$ cat src/rtl/mem_arbiter_pkg.sv
// Shared kinds, state encodings and word/tag types for the memory request arbiter.
package mem_arbiter_pkg;

   localparam int ADDR_W        = 32;
   localparam int WORD_W        = 32;
   localparam int ROB_IDX_W_DEF = 4;

   typedef logic [ADDR_W-1:0]        addr_t;
   typedef logic [WORD_W-1:0]        word_t;
   typedef logic [ROB_IDX_W_DEF-1:0] rob_idx_t;

   typedef enum logic [1:0] {
      KIND_FETCH = 2'd0,
      KIND_LOAD  = 2'd1,
      KIND_STORE = 2'd2
   } kind_e;

   typedef enum logic [1:0] {
      ST_IDLE  = 2'd0,
      ST_BUSY  = 2'd1,
      ST_RESP  = 2'd2,
      ST_ABORT = 2'd3
   } state_e;

   // Instruction fetches always move one full word through the byte engine.
   localparam logic [3:0] FETCH_LEN = 4'd4;

endpackage

$ cat src/rtl/mem_arb_pick.sv
// Combinational winner select: store > load > fetch, with a starved fetch jumping the queue.
module mem_arb_pick
   import mem_arbiter_pkg::*;
(
   input  logic  st_valid,
   input  logic  ld_valid,
   input  logic  fc_valid,
   input  logic  rb,
   input  logic  age_full,
   output logic  grant,
   output kind_e kind
);

   always_comb begin
      grant = 1'b1;
      kind  = KIND_FETCH;
      if (fc_valid && age_full) begin
         kind = KIND_FETCH;
      end else if (st_valid) begin
         kind = KIND_STORE;
      end else if (ld_valid && !rb) begin
         kind = KIND_LOAD;
      end else if (fc_valid) begin
         kind = KIND_FETCH;
      end else begin
         grant = 1'b0;
      end
   end

endmodule

$ cat src/rtl/mem_arbiter.sv
// Arbitrates store/load/fetch requests onto a single byte-serial memory engine.
//
//   state    | meaning
//   ---------+--------------------------------------------------------------
//   ST_IDLE  | waiting for a request; grants the picked winner
//   ST_BUSY  | request presented on dn_*, waiting for dn_done or rollback
//   ST_RESP  | one-cycle completion slot; *_done pulses, no new grant
//   ST_ABORT | one-cycle cancel of an in-flight load; dn_abort pulses
module mem_arbiter
   import mem_arbiter_pkg::*;
#(
   parameter int AGE_LIMIT = 4,
   parameter int ROB_IDX_W = $bits(rob_idx_t)
) (
   input  logic                 clk,
   input  logic                 rst,
   input  logic                 rdy,
   input  logic                 rb,
   input  logic                 st_valid,
   input  logic [ADDR_W-1:0]    st_addr,
   input  logic [WORD_W-1:0]    st_data,
   input  logic [3:0]           st_len,
   output logic                 st_done,
   input  logic                 ld_valid,
   input  logic [ADDR_W-1:0]    ld_addr,
   input  logic [3:0]           ld_len,
   input  logic                 ld_sext,
   input  logic [ROB_IDX_W-1:0] ld_src,
   output logic                 ld_done,
   input  logic                 fc_valid,
   input  logic [ADDR_W-1:0]    fc_addr,
   output logic                 fc_done,
   output logic                 dn_valid,
   output logic [1:0]           dn_kind,
   output logic [ADDR_W-1:0]    dn_addr,
   output logic [WORD_W-1:0]    dn_data,
   output logic [3:0]           dn_len,
   output logic                 dn_sext,
   output logic [ROB_IDX_W-1:0] dn_src,
   input  logic                 dn_done,
   output logic                 dn_abort
);

   localparam int AGE_W = $clog2(AGE_LIMIT + 1);

   state_e           state;
   logic [AGE_W-1:0] age;
   logic             arm;
   logic             age_full;
   logic             pick_grant;
   kind_e            pick_kind;

   assign age_full = (age == AGE_W'(AGE_LIMIT));

   mem_arb_pick u_pick (
      .st_valid (st_valid),
      .ld_valid (ld_valid),
      .fc_valid (fc_valid),
      .rb       (rb),
      .age_full (age_full),
      .grant    (pick_grant),
      .kind     (pick_kind)
   );

   // arm holds off the first grant until a full cycle has passed after reset release.
   always_ff @(posedge clk or negedge rst) begin
      if (!rst) begin
         state    <= ST_IDLE;
         age      <= '0;
         arm      <= 1'b0;
         dn_valid <= 1'b0;
         dn_abort <= 1'b0;
         st_done  <= 1'b0;
         ld_done  <= 1'b0;
         fc_done  <= 1'b0;
         dn_kind  <= 2'd0;
         dn_addr  <= '0;
         dn_data  <= '0;
         dn_len   <= 4'd0;
         dn_sext  <= 1'b0;
         dn_src   <= '0;
      end else if (rdy) begin
         arm      <= 1'b1;
         dn_abort <= 1'b0;
         st_done  <= 1'b0;
         ld_done  <= 1'b0;
         fc_done  <= 1'b0;
         if (!fc_valid) begin
            age <= '0;
         end
         case (state)
            ST_IDLE: begin
               if (arm && pick_grant) begin
                  state    <= ST_BUSY;
                  dn_valid <= 1'b1;
                  dn_kind  <= pick_kind;
                  case (pick_kind)
                     KIND_STORE: begin
                        dn_addr <= st_addr;
                        dn_data <= st_data;
                        dn_len  <= st_len;
                        dn_sext <= 1'b0;
                        dn_src  <= '0;
                     end
                     KIND_LOAD: begin
                        dn_addr <= ld_addr;
                        dn_data <= '0;
                        dn_len  <= ld_len;
                        dn_sext <= ld_sext;
                        dn_src  <= ld_src;
                     end
                     default: begin
                        dn_addr <= fc_addr;
                        dn_data <= '0;
                        dn_len  <= FETCH_LEN;
                        dn_sext <= 1'b0;
                        dn_src  <= '0;
                     end
                  endcase
                  if (pick_kind == KIND_FETCH) begin
                     age <= '0;
                  end else if (fc_valid && !age_full) begin
                     age <= age + AGE_W'(1);
                  end
               end
            end
            ST_BUSY: begin
               // Rollback beats a same-cycle completion so a squashed load never reports done.
               if (dn_kind == KIND_LOAD && rb) begin
                  state    <= ST_ABORT;
                  dn_valid <= 1'b0;
                  dn_abort <= 1'b1;
               end else if (dn_done) begin
                  state    <= ST_RESP;
                  dn_valid <= 1'b0;
                  st_done  <= (dn_kind == KIND_STORE);
                  ld_done  <= (dn_kind == KIND_LOAD);
                  fc_done  <= (dn_kind == KIND_FETCH);
               end
            end
            ST_RESP:  state <= ST_IDLE;
            ST_ABORT: state <= ST_IDLE;
            default:  state <= ST_IDLE;
         endcase
      end
   end

endmodule

$ cat config.mk
export PLATFORM = sky130hd
export DESIGN_NAME = mem_arbiter
export DESIGN_NICKNAME = d
export VERILOG_FILES = /design/src/rtl/mem_arbiter_pkg.sv /design/src/rtl/mem_arb_pick.sv /design/src/rtl/mem_arbiter.sv
export SDC_FILE = /design/constraint.sdc
export NUM_CORES = 1
export LEC_CHECK = 0
export CAP_MARGIN = 20
export CORE_MARGIN = 8
export CORE_UTILIZATION = 42
export DETAILED_ROUTE_END_ITERATION = 7
export PLACE_DENSITY = 0.87
export REMOVE_ABC_BUFFERS = 1
export SLEW_MARGIN = 10
export SYNTH_ARGS = -nofsm -noshare
export SYNTH_HDL_FRONTEND = slang
export SYNTH_HIERARCHICAL = 1
export SYNTH_SLANG_ARGS = --single-unit
$ cat constraint.sdc
create_clock -name clk -period 6.4 [get_ports clk]
set_input_delay 1.28 -clock clk [delete_from_list [all_inputs] [get_ports clk]]
set_output_delay 1.28 -clock clk [all_outputs]
set_load 0.1 [all_outputs]
==> out/summary.txt <==
filler instances -> 715
Min-Delay Path Class -> register to register
Port Buffers -> 228
minimum clock period -> 3.85 ns
Setup TNS Final -> 0 ns
final period utilization -> 60.1%
RSZ-0062 raised after global routing -> no
worst slew pin tran -> 1.04 ns
cell with the most instances after synthesis -> dfrtp_1
Seq/Total Area, Yosys -> 50.9%
Final Hold Viols -> 0
Achievable Freq -> 0.260 GHz
Pleak -> 2.77 nW
max incr delay on CP -> 0.63 ns
Pwr Total -> 4.05 mW
drt first-iter violations -> 237
Warnings, synthesis -> 6
global-route wire length before repair -> 22900 µm
Pins Over Slew Limit -> 0
clock network power share -> 10.5%
post-route setup slack -> 2.55 ns
CP cell instances -> clkdlybuf4s50_1 -> nor2_1 -> o21ai_0 -> nand4bb_2 -> buf_4 -> nor2_8 -> mux2_1
main flop type after synthesis -> dfrtp_1
vias in the first global route -> 4514
clk sinks -> 86
Mapped Cells -> 438
Starting Density -> 43.3%
DRT Pass-1 Iters -> 4
DIE WIDTH -> 116 µm
Cell Count, Final, Fillers Out -> 782
cell internal pwr -> 1.64 mW
# rows -> 36
DR vias/cell -> 5.37
Clk pin slew, worst setup/hold paths -> 0.09 ns
largest area contributor in the netlist -> dfrtp_1
commonest cells in the netlist -> dfrtp_1 (86), o21ai_0 (64), nand2_1 (45), a21oi_1 (34), nor2_1 (34)
Mean Syn Cell Area -> 9.66 µm²
register share of total power -> 22.6%
fraction of layout cells with a size suffix above 1 -> 4.93%
sw frac -> 59.6%
GRT Total Usage -> 21.6%
DRC viols -> 0
Setup Buffers After CTS -> 0
diode count -> 0
Final Wtd Congestion -> 0.798
library cells used by synthesis -> 42
TritonCTS clock tree -> built
Power per Cell Area -> 596 nW/µm²
total clock buffers created by CTS -> 9
post-layout instance area -> 6800 µm²
status -> finished, final reports clean
setup slack at placement -> 2.20 ns
GR Overflow Total -> 0
critical path class -> primary input to register
antenna violations before repair -> 0
DR vias -> 4202
die area -> 13500 µm²
max_cap viols -> 0
routed len/inst -> 18.6 µm
Setup Skew -> 0.0117 ns
Area Growth Syn to Fin -> 60.9%
Die Y-Extent -> 116 µm
Setup Viol. Count Final -> 0
placed cell count -> 764
Combinational Power Share -> 66.9%
synthesized cell area -> 4230 µm²
H-tree level count -> 3
worst path required time -> 6.63 ns
utilization after layout -> 69.6%
worst skew pair latency -> 0.34 ns
# resized after CTS -> 0
dpl hpwl -> 11000 µm
share of the synthesized area in the top cell type -> 50.9%
hold slack -> 0.491 ns
Slowest cell on crit path -> clkdlybuf4s50_1
largest net degree at the start of global routing -> 87
critical path peak fanout -> 35
CP arrival -> 4.08 ns
number of flops mapped to enable cells by yosys -> 0
Max clock buf depth -> 2
slew margin rel. -> 30.7%
Setup crit end kind -> register
post-synthesis async set-or-reset flop share -> 100%
CTS root buf -> clkbuf_8
CTS Hold Buffers Added -> 0
P_sw -> 2.42 mW
Seq cells post-synth -> 86
Core Area -> 9770 µm²
Detail Route Antenna Nets -> 0
Peak supply drop -> 0.000340 V
final WL -> 14500 µm
Ports -> 229
nets@finish -> 798
critical path launch point type -> primary input
Synth area leaders -> dfrtp_1 (51%), mux2_1 (8.5%), o21ai_0 (7.6%), a22oi_1 (5.9%), a21oi_1 (4.0%)
placed cell areas -> 6540 µm²
power by group through the flow:
| stage | sequential (mW) | combinational, mW | clock, mW |
|---|---|---|---|
| 6_report | 0.915 | 2.71 | 0.426 |
| 5_1_grt | 0.945 | 2.81 | 0.462 |
| 2_1_floorplan | 2.57 | 0.322 | 0 |
| 3_3_place_gp | 0.907 | 2.69 | 0 |
| 4_1_cts | 0.914 | 2.73 | 0.435 |
| 3_5_place_dp | 0.923 | 2.72 | 0 |
critical path, delay by kind of cell:
| kind | cells | cell delay, ns |
|---|---|---|
| buffers and inverters | 2 | 1.07 |
| and+or+nand+nor | 3 | 1.16 |
| muxes | 1 | 0.39 |
| AOI/OAI and AO/OA | 1 | 0.15 |
cell families after synthesis:
family	Yosys count	synth area share, %
AOI/OAI and AO/OA	172	23.9
and+or+nand+nor	94	10.2
DFF	86	50.9
buffers and inverters	49	5.00
muxes	32	8.52
adders and majority gates	5	1.48
final cells by class:
class                           instances  area [µm²]  area share [%]
Tap cell                              133         166            2.45
Timing Repair Buffer                  234        2350            34.5
Multi-Input combinational cell        303        1880            27.6
Sequential cell                        86        2150            31.6
Clock inverter                          5        81.3            1.20
Clock buffer                           11         141            2.08
Inverter                               10        37.5           0.552
path summary, 6_finish.rpt:
path / from / end / slack (ns) / cells past startpoint
worst max-delay path: fc_valid / dn_addr[22] / 2.55 / 7
worst min-delay path: dn_addr[25] / dn_addr[25] / 0.49 / 1
worst max register to register: age[0] / dn_addr[22] / 3.45 / 10
worst min register to register: dn_addr[25] / dn_addr[25] / 0.49 / 1
max in group asynchronous: rst / dn_addr[16] / 4.86 / 2
min in group asynchronous: rst / dn_data[13] / 0.91 / 1
metal layers:
layer / share of wire (%) / global-route usage, % / vias up
met5: 0 / 0 / -
met4: 2.5 / 9.59 / 0
met3: 12 / 9.72 / 24
met2: 48 / 35.9 / 201
met1: 38 / 23.4 / 1999
li1: - / - / 1978
sequential cells by signal (all words and copies together), names as in the netlist:
signal and flops:
st_done 1, age 3, dn_src 4, dn_addr 32, state 2, dn_len 4, arm 1, dn_sext 1
fc_done 1, dn_data 32, ld_done 1, dn_kind 2, dn_valid 1, dn_abort 1
placed cells by master (no fill, tap or decap), types with 3 or more instances in the layout:
cell type / count
clkdlybuf4s50_1: 227
dfrtp_1: 86
o21ai_0: 64
nand2_1: 45
a21oi_1: 34
nor2_1: 34
a22oi_1: 33
mux2_1: 32
o21ai_1: 23
clkbuf_8: 10
inv_1: 9
buf_4: 5
a22o_1: 4
ha_1: 3
Power figures use the tool's default switching activity.
